**src/rtl/sort_arb_pkg.sv**
```systemverilog
// Shared types and constants for the sort_arbiter front/back end of the packet sorter.
package sort_arb_pkg;

  typedef enum logic [1:0] {IDLE, FWD, DROP, DRAIN} state_t;

  function automatic int wcnt_width(input int max_len);
    return $clog2(max_len) + 1;
  endfunction

  localparam int          WCNT_W     = wcnt_width(250);
  localparam logic [15:0] WDOG_LIMIT = 16'hFFFF;

endpackage

```
**src/rtl/sort_arbiter_rr_picker.sv**
```systemverilog
// Combinational round-robin search: first set request at or after the pointer, wrapping at N_CH.
module rr_picker #(
  parameter  int N_CH = 4,
  localparam int CHW  = $clog2(N_CH)
) (
  input  logic [N_CH-1:0] i_req,
  input  logic [CHW-1:0]  i_ptr,
  output logic [CHW-1:0]  o_idx,
  output logic            o_vld
);

  int             w_j;
  logic [CHW-1:0] w_jj;

  always_comb begin
    o_idx = '0;
    o_vld = 1'b0;
    w_j   = 0;
    w_jj  = '0;
    for (int i = 0; i < N_CH; i++) begin
      w_j = int'(i_ptr) + i;
      if (w_j >= N_CH) w_j = w_j - N_CH;
      w_jj = CHW'(w_j);
      if (!o_vld && i_req[w_jj]) begin
        o_vld = 1'b1;
        o_idx = w_jj;
      end
    end
  end

endmodule

```
**src/rtl/sort_arbiter.sv**
```systemverilog
// Round-robin sharing of one single-packet sorter between N_CH Avalon-ST sources.
// Optional stall watchdog is enabled with the macro SORT_ARB_WATCHDOG_EN.
module sort_arbiter
  import sort_arb_pkg::*;
#(
  parameter  int DWIDTH      = 16,
  parameter  int N_CH        = 4,
  parameter  int MAX_PKT_LEN = 250,
  localparam int CHW         = $clog2(N_CH)
) (
  input  logic                        clk_i,
  input  logic                        arst_i,
  input  logic [N_CH-1:0][DWIDTH-1:0] snk_data_i,
  input  logic [N_CH-1:0]             snk_startofpacket_i,
  input  logic [N_CH-1:0]             snk_endofpacket_i,
  input  logic [N_CH-1:0]             snk_valid_i,
  output logic [N_CH-1:0]             snk_ready_o,
  output logic [DWIDTH-1:0]           srt_data_o,
  output logic                        srt_startofpacket_o,
  output logic                        srt_endofpacket_o,
  output logic                        srt_valid_o,
  input  logic                        srt_ready_i,
  input  logic [DWIDTH-1:0]           res_data_i,
  input  logic                        res_startofpacket_i,
  input  logic                        res_endofpacket_i,
  input  logic                        res_valid_i,
  output logic                        res_ready_o,
  output logic [DWIDTH-1:0]           src_data_o,
  output logic                        src_startofpacket_o,
  output logic                        src_endofpacket_o,
  output logic                        src_valid_o,
  input  logic                        src_ready_i,
  output logic [CHW-1:0]              src_channel_o,
  output logic                        trunc_o
);

  localparam int             WCW    = wcnt_width(MAX_PKT_LEN);
  localparam logic [WCW-1:0] LAST_W = WCW'(MAX_PKT_LEN - 1);

  state_t          r_state, w_next;
  logic [CHW-1:0]  r_grant, r_rr_ptr, w_pick_idx;
  logic            w_pick_vld;
  logic [WCW-1:0]  r_wcnt;
  logic [N_CH-1:0] w_req;
  logic            w_in_xfer, w_in_eop, w_at_last, w_res_last, w_wdog_fire;

  assign w_req      = snk_valid_i & snk_startofpacket_i;
  assign w_in_xfer  = snk_valid_i[r_grant] & snk_ready_o[r_grant];
  assign w_in_eop   = snk_endofpacket_i[r_grant];
  assign w_at_last  = (r_wcnt == LAST_W);
  assign w_res_last = res_valid_i & src_ready_i & res_endofpacket_i;

  rr_picker #(.N_CH(N_CH)) u_pick (
    .i_req (w_req),
    .i_ptr (r_rr_ptr),
    .o_idx (w_pick_idx),
    .o_vld (w_pick_vld)
  );

`ifdef SORT_ARB_WATCHDOG_EN
  logic [15:0] r_wdog;
  assign w_wdog_fire = ((r_state == FWD) || (r_state == DROP)) && (r_wdog == WDOG_LIMIT);

  // Saturates at the limit so an injected EOP can wait for the sorter to accept it.
  always_ff @(posedge clk_i or posedge arst_i) begin
    if (arst_i) begin
      r_wdog <= '0;
    end else if (((r_state != FWD) && (r_state != DROP)) || w_in_xfer) begin
      r_wdog <= '0;
    end else if (r_wdog != WDOG_LIMIT) begin
      r_wdog <= r_wdog + 16'd1;
    end
  end
`else
  assign w_wdog_fire = 1'b0;
`endif

  always_ff @(posedge clk_i or posedge arst_i) begin
    if (arst_i) r_state <= IDLE;
    else        r_state <= w_next;
  end

  always_ff @(posedge clk_i or posedge arst_i) begin
    if (arst_i) begin
      r_grant  <= '0;
      r_rr_ptr <= '0;
      r_wcnt   <= '0;
    end else if ((r_state == IDLE) && w_pick_vld) begin
      r_grant  <= w_pick_idx;
      r_rr_ptr <= (w_pick_idx == CHW'(N_CH - 1)) ? '0 : w_pick_idx + 1'b1;
      r_wcnt   <= '0;
    end else if ((r_state == FWD) && w_in_xfer) begin
      r_wcnt   <= r_wcnt + 1'b1;
    end
  end

  always_comb begin
    w_next = r_state;
    unique case (r_state)
      IDLE:  if (w_pick_vld) w_next = FWD;
      FWD: begin
        if (w_wdog_fire) begin
          if (srt_ready_i) w_next = DRAIN;
        end else if (w_in_xfer) begin
          if (w_in_eop)       w_next = DRAIN;
          else if (w_at_last) w_next = DROP;
        end
      end
      DROP:  if (w_wdog_fire || (w_in_xfer && w_in_eop)) w_next = DRAIN;
      DRAIN: if (w_res_last) w_next = IDLE;
      default: w_next = IDLE;
    endcase
  end

  always_comb begin
    snk_ready_o         = '0;
    srt_data_o          = '0;
    srt_startofpacket_o = 1'b0;
    srt_endofpacket_o   = 1'b0;
    srt_valid_o         = 1'b0;
    res_ready_o         = 1'b0;
    src_data_o          = '0;
    src_startofpacket_o = 1'b0;
    src_endofpacket_o   = 1'b0;
    src_valid_o         = 1'b0;
    src_channel_o       = '0;
    trunc_o             = 1'b0;
    unique case (r_state)
      FWD: begin
        if (w_wdog_fire) begin
          srt_valid_o       = 1'b1;
          srt_endofpacket_o = 1'b1;
          trunc_o           = srt_ready_i;
        end else begin
          // The word at the length limit is closed off as the packet's last word.
          srt_data_o           = snk_data_i[r_grant];
          srt_startofpacket_o  = snk_startofpacket_i[r_grant];
          srt_endofpacket_o    = snk_endofpacket_i[r_grant] | w_at_last;
          srt_valid_o          = snk_valid_i[r_grant];
          snk_ready_o[r_grant] = srt_ready_i;
          trunc_o              = snk_valid_i[r_grant] & srt_ready_i & w_at_last
                                 & ~snk_endofpacket_i[r_grant];
        end
      end
      DROP: begin
        snk_ready_o[r_grant] = ~w_wdog_fire;
        trunc_o              = w_wdog_fire;
      end
      DRAIN: begin
        src_data_o          = res_data_i;
        src_startofpacket_o = res_startofpacket_i;
        src_endofpacket_o   = res_endofpacket_i;
        src_valid_o         = res_valid_i;
        res_ready_o         = src_ready_i;
        src_channel_o       = r_grant;
      end
      default: ;
    endcase
  end

endmodule

```
**config.mk**
```make
export PLATFORM = sky130hd
export DESIGN_NAME = sort_arbiter
export DESIGN_NICKNAME = d
export VERILOG_FILES = /design/src/rtl/sort_arb_pkg.sv /design/src/rtl/sort_arbiter_rr_picker.sv /design/src/rtl/sort_arbiter.sv
export SDC_FILE = /design/constraint.sdc
export NUM_CORES = 1
export LEC_CHECK = 0
export CAP_MARGIN = 40
export CORE_ASPECT_RATIO = 0.75
export CORE_UTILIZATION = 30
export CTS_CLUSTER_SIZE = 20
export DETAILED_ROUTE_END_ITERATION = 7
export MAX_ROUTING_LAYER = met4
export PLACE_DENSITY = 0.85
export SLEW_MARGIN = 20
export SYNTH_ARGS = -nofsm -noshare
export SYNTH_HDL_FRONTEND = slang
export SYNTH_HIERARCHICAL = 1
export SYNTH_SLANG_ARGS = --single-unit
```
**constraint.sdc**
```tcl
create_clock -name clk_i -period 2.07 [get_ports clk_i]
set_clock_uncertainty 0.05 [all_clocks]
set_input_delay 0.621 -clock clk_i [delete_from_list [all_inputs] [get_ports clk_i]]
set_output_delay 0.621 -clock clk_i [all_outputs]
set_load 0.1 [all_outputs]
```
# [After elaboration in Yosys (flattened, before gate mapping)]
# Index checks and enable logic that the tools add are counted.
[totals] reg_bits=15 in_bits=99 output_inout_bits=46 word_cells=110
[op_classes] add_sub_neg=9 magnitude_cmp=10 n_eq_ne=10 mux=54 n_bitwise=10 n_reduce_logical=13
[op_table] op="16-bit 2-to-1 mux" count=3
[op_table] op="16-bit binary-select mux with 2-bit select" count=1
[op_table] op="2-bit 2-to-1 mux" count=16
[op_table] op="1-bit 2-to-1 mux" count=21
[op_table] op="9-bit 2-to-1 mux" count=2
[op_table] op="1-bit binary-select mux with 2-bit select" count=8
[op_table] op="2-bit by 3-bit less-than comparator with 1-bit output, second input constant" count=5
[op_table] op="9-bit by 1-bit adder with 9-bit output, second input constant" count=1
[op_table] op="9-bit by 8-bit equality test with 1-bit output, second input constant" count=1
[op_table] op="3-bit greater-or-equal comparator, second input constant" count=3
[op_table] op="4-bit AND" count=2
[op_table] op="2-bit != test, second input constant" count=4
[op_table] op="2-bit one-hot mux with 4 select lines" count=1
[op_table] op="4-bit one-hot mux with 2 select lines" count=1
[op_table] op="2-bit by 1-bit subtractor with 2-bit output, second input constant" count=4
[op_table] op="1-bit logical AND" count=7
[op_table] op="2-bit by 2-bit adder with 3-bit output, second input constant" count=2
[op_table] op="1-bit AND" count=6
[op_table] op="2-bit equality test, second input constant" count=3
[op_table] op="5-bit AND reduction" count=1
[op_table] op="2-bit by 1-bit adder with 3-bit output, second input constant" count=1
[op_table] op="2-bit by 3-bit greater-or-equal comparator with 1-bit output, second input constant" count=1
[op_table] op="1-bit zero test" count=3
[op_table] op="3-bit != test, second input constant" count=1
[op_table] op="8 further kinds" count=8

# [Logic depth before layout (Yosys ltp)]
[depth] depth_word=16 depth_mapped=8 ltp_nobuf=8

# [Modules after synthesis]
# Netlist, hierarchy kept.
[by_module_without_submodules] module="sort_arbiter" instances=1 cells_each=169 area_per_inst_um2=1701.6 seq_area_each_um2=375.4
[by_module_without_submodules] module="rr_picker" instances=1 cells_each=15 area_per_inst_um2=77.6 seq_area_each_um2=0.0

# [Worst setup path before layout]
# Ideal clock, no wire load.
[synth_timing] path_kind="input-to-output" startpoint="in snk_endofpacket_i[3]" endpoint="out trunc_o" arrival_time_ns=3.208 t_required_ns=1.399 path_slack_ns=-1.809 path_stages=2 n_path_buf=0 path_cell_list="mux4_2 nor3_1"
[synth_between] elab_chain_cells=5
[synth_rtl] item="start: declaration" line="sort_arbiter.sv:15" text="input logic [N_CH-1:0] snk_endofpacket_i,"
[synth_rtl] item="1-bit binary-select mux with 2-bit select" line="sort_arbiter.sv:142" text="& ~snk_endofpacket_i[r_grant];"
[synth_rtl] item="1-bit 2-to-1 mux (not written as such)" line="sort_arbiter.sv:142"
[synth_rtl] item="1-bit inverter" line="sort_arbiter.sv:142"
[synth_rtl] item="1-bit AND" line="sort_arbiter.sv:142"
[synth_rtl] item="1-bit 2-to-1 mux" line="sort_arbiter.sv:128" text="unique case (r_state)"
[synth_rtl] item="end: declaration" line="sort_arbiter.sv:34" text="output logic trunc_o"
# Every way passes these cells. The select of a mux whose other input is x is not followed.

# [Worst setup path in the final report]
[layout_timing] startpoint="reg r_grant[0]" endpoint="out trunc_o"
[layout_between] elab_chain_cells=6 elab_cells_between_ends=9 cone_classes="5 x mux; 4 x bitwise"
[layout_rtl] item="start: declaration" line="sort_arbiter.sv:41" text="logic [CHW-1:0] r_grant, r_rr_ptr, w_pick_idx;"
[layout_rtl] item="start signal: assignment" line="sort_arbiter.sv:89" text="r_grant <= w_pick_idx;"
[layout_rtl] item="1-bit binary-select mux with 2-bit select" line="sort_arbiter.sv:141" text="trunc_o = snk_valid_i[r_grant] & srt_ready_i & w_at_last"
[layout_rtl] item="1-bit 2-to-1 mux (not written as such)" line="sort_arbiter.sv:141"
[layout_rtl] item="1-bit AND (2 in a row)" line="sort_arbiter.sv:141"
[layout_rtl] item="1-bit AND (*)" line="sort_arbiter.sv:142"
[layout_rtl] item="1-bit 2-to-1 mux (*)" line="sort_arbiter.sv:128"
# Every way passes the cells marked *; elsewhere a longest branch is shown, timed or not. The select of a mux whose other input is x is not followed.

==> results summary <==
The worst hold path belongs to the class reg -> reg. The all-layer global routing usage came out at 29.5%. STA classifies the critical path endpoint as a primary output.

The number of global-route vias before repair is 2386. By startpoint and endpoint, the worst setup path is classified as reg -> out. The fraction of final layout cells sized beyond drive strength 1 is 57.1%. The slew at the pin closest to its max-slew limit came out at 0.607 ns. The cell sitting at the root of the clock tree is a sky130_fd_sc_hd__clkbuf_8. The vias per cell is 5.31. The clock sink count came out at 15.

The flow ran to the end, but the final reports show violations. The number of primary I/O pins came out at 145. The number of antenna violations at the first check in global routing is 1. The first global-routing pass estimated 13.3 mm of wire. The ratio of final minimum period to clock period is 122%. The total wire length after detailed routing is 10.1 mm. The effective utilization at floorplan is 32.2%.

The maximum fanout along the worst path is 5. The data arrival time of the critical path came out at 1.86 ns. Summing internal, switching and leakage power gives 7.75 mW. The count of final max-slew check failures came to 0. Summed over all layers, the global routing overflow is 0. In the routed design, unresolved DRC markers number 0.

The final reports fail on setup timing. The total of fill cells in the finished design is 305. After layout, the worst setup slack is -0.464 ns. The final-layout worst hold slack is 0.503 ns. After floorplanning, the core was sized to cover 5530 um^2. Setup repair after global routing could not meet its margin everywhere. The pre-antenna-repair detailed-routing pass consisted of 4 iterations.

The setup TNS came out at -14.84 ns. The final instance area came out at 4620 um^2. The power density of the placed cells came out at 1680 nW/um^2. The area of the die came out at 6250 um^2. The number of buffers added on ports is 144. The headroom to the max-slew limit is 59.5%. The later-pin clock latency in the skew report is 0.25 ns. The post-placement setup slack is -0.672 ns.

The final cell count without fillers came out at 458. The endpoint required time on the critical path is 1.40 ns. Sequential cells were found to cover 21.1% of the synthesized design area. The maximum buffer depth of the clock tree is 2. The average instance area after synthesis is 9.67 um^2.

The maximum number of pins on one net before global-route repair is 16. Setup violations remaining at the end of the flow were counted as 57. Synthesis produced a netlist with a net count of 291. After synthesis, the netlist uses 38 different library cells. The number of standard-cell rows in the floorplan came out at 23. The net count of the finished layout is 490. The depth of the CTS H-tree came out at 1. The growth of design area from synthesis to finish is 160%.

The clock period minus worst slack came out at 2.53 ns. The leakage power is 2.11 nW. The number of synthesized register bits is 15.

After clock tree synthesis, the clock-pin slew on the worst setup and hold paths is 0.06 ns. The count of warnings emitted by yosys came out at 6. Derived from the worst setup path, the maximum achievable clock frequency is 0.395 GHz. For this block, the initial DRC count from the detailed router was 84. The max-capacitance violation count is 0. The maximum ir drop on the vdd rail is 988 uV. The floorplan step set the die width to 90.9 um. The cell count after synthesis came out at 184. TritonCTS built the clock tree. Across all register-to-register paths, the minimum setup slack is -0.38 ns.

The fraction of the core area covered by cells at the end of the flow came out at 83.7%. The critical path launch point type is a flop. The die is 68.7 um tall. The number of clock buffers inserted by TritonCTS is 3. Detailed routing inserted a total of 2431 vias. The last weighted congestion value of the routability-driven placer is 0.808. The number of hold violations in the final report is 0. The post-synthesis cell area is 1780 um^2. Summing all placed instances gives a cell area of 4120 um^2. The number of placed instances with taps included is 422. The detailed placement HPWL is 6.46 mm.

In this run the remaining antenna-violating nets after routing total 0. The average routed wire per standard cell came out at 22.0 um.
-- cells in the final DEF, fill, tap and decap left out, drive strengths merged, types with 6 or more instances in the layout --
cell type and n:
and2 47, dlygate4sd2 78, buf 108, nor2 14, xor2 7, clkdlybuf4s50 12, dfrtp 15, clkdlybuf4s15 6
mux4 19, nand2 7, a21oi 6, ha 8, inv 9
-- registers in the layout (all words and copies together), names as in the netlist --
register / count
r_grant: 2
r_wcnt: 9
r_state: 2
r_rr_ptr: 2
-- worst max-delay path, stage by stage (launching register included) --
cell and delay, ns:
sky130_fd_sc_hd__dfrtp_2 0.47, sky130_fd_sc_hd__buf_12 0.16, sky130_fd_sc_hd__mux4_2 0.45, sky130_fd_sc_hd__nand3_4 0.12, sky130_fd_sc_hd__nor3_4 0.22, sky130_fd_sc_hd__buf_12 0.20
-- final cells by class --
type / instances / area, um^2 / area share, %
antenna: 1 / 2.50 / 0.0541
clock buffer: 4 / 45.0 / 0.974
inverter: 9 / 38.8 / 0.839
multi-input combinational: 149 / 1650 / 35.7
sequential: 15 / 380 / 8.23
tap: 75 / 93.8 / 2.03
timing repair buffer: 205 / 2410 / 52.2
-- synth_stat cells (all sizes together) --
cell     n  share of area (%)
a211oi   3                1.3
a21boi   1               0.42
a21o     2               0.84
a21oi    6                1.7
a221o    1               0.56
a41oi    1               0.91
and2    47                 17
and3     4                1.4
and4     2               0.98
buf      6                2.0
clkbuf   6                1.3
dfrtp   15                 21
ha       8                5.6
inv      9                1.9
mux2     5                3.4
mux2i    2                1.1
mux4    19                 24
nand2    7                1.5
nand2b   2               0.70
nand3    4                1.1
nand4    3                1.1
nor2    14                3.0
nor2b    1               0.35
nor3     2               0.56
nor3b    1               0.42
nor4bb   1               0.56
o21ai    1               0.28
o221ai   1               0.49
o22ai    1               0.35
o31a     1               0.49
xnor2    1               0.49
xor2     7                3.4
-- power by group --
| part | switching, mW | total, mW | leakage (nW) | internal, mW |
|---|---|---|---|---|
| clock network | 0.104 | 0.241 | 0.0228 | 0.137 |
| logic | 3.87 | 7.03 | 1.89 | 3.15 |
| registers | 0.115 | 0.483 | 0.192 | 0.369 |
-- layer usage --
metal  vias up  wire length (um)  part of all wire [%]  global-route usage [%]
met5         -                 0                     0                       -
met4         0               454                   4.5                    6.75
met3        44               618                   6.1                    4.93
met2       146              5560                    55                    58.0
met1      1181              3450                    34                    32.1
li1       1060                 -                     -                       -
-- worst paths after layout --
path,start,end,cells after the start
max,r_grant[0],trunc_o,5
min,r_wcnt[7],r_wcnt[7],2
max reg2reg,r_grant[0],r_state[1],9
min reg2reg,r_wcnt[7],r_wcnt[7],2
max in group asynchronous,arst_i,r_grant[1],2
min in group asynchronous,arst_i,r_wcnt[5],2
-- kinds of logic after synthesis --
| family | Yosys count | share of synthesized area (%) |
|---|---|---|
| simple gates | 88 | 28.1 |
| xor+xnor | 8 | 3.94 |
| flops | 15 | 21.1 |
| mux | 26 | 28.8 |
| fa+ha+maj | 8 | 5.63 |
| buf+inv | 21 | 5.13 |
| compound gates | 18 | 7.31 |
-- timing repair --
action,CTS,global route
pin swaps,31,26
cloned,2,1
hold buffers,0,0
gates resized for setup,146,32
setup endpoints to repair,60,58
buffers inserted,16,13
Note: power is estimated with default switching activity, not from simulation.
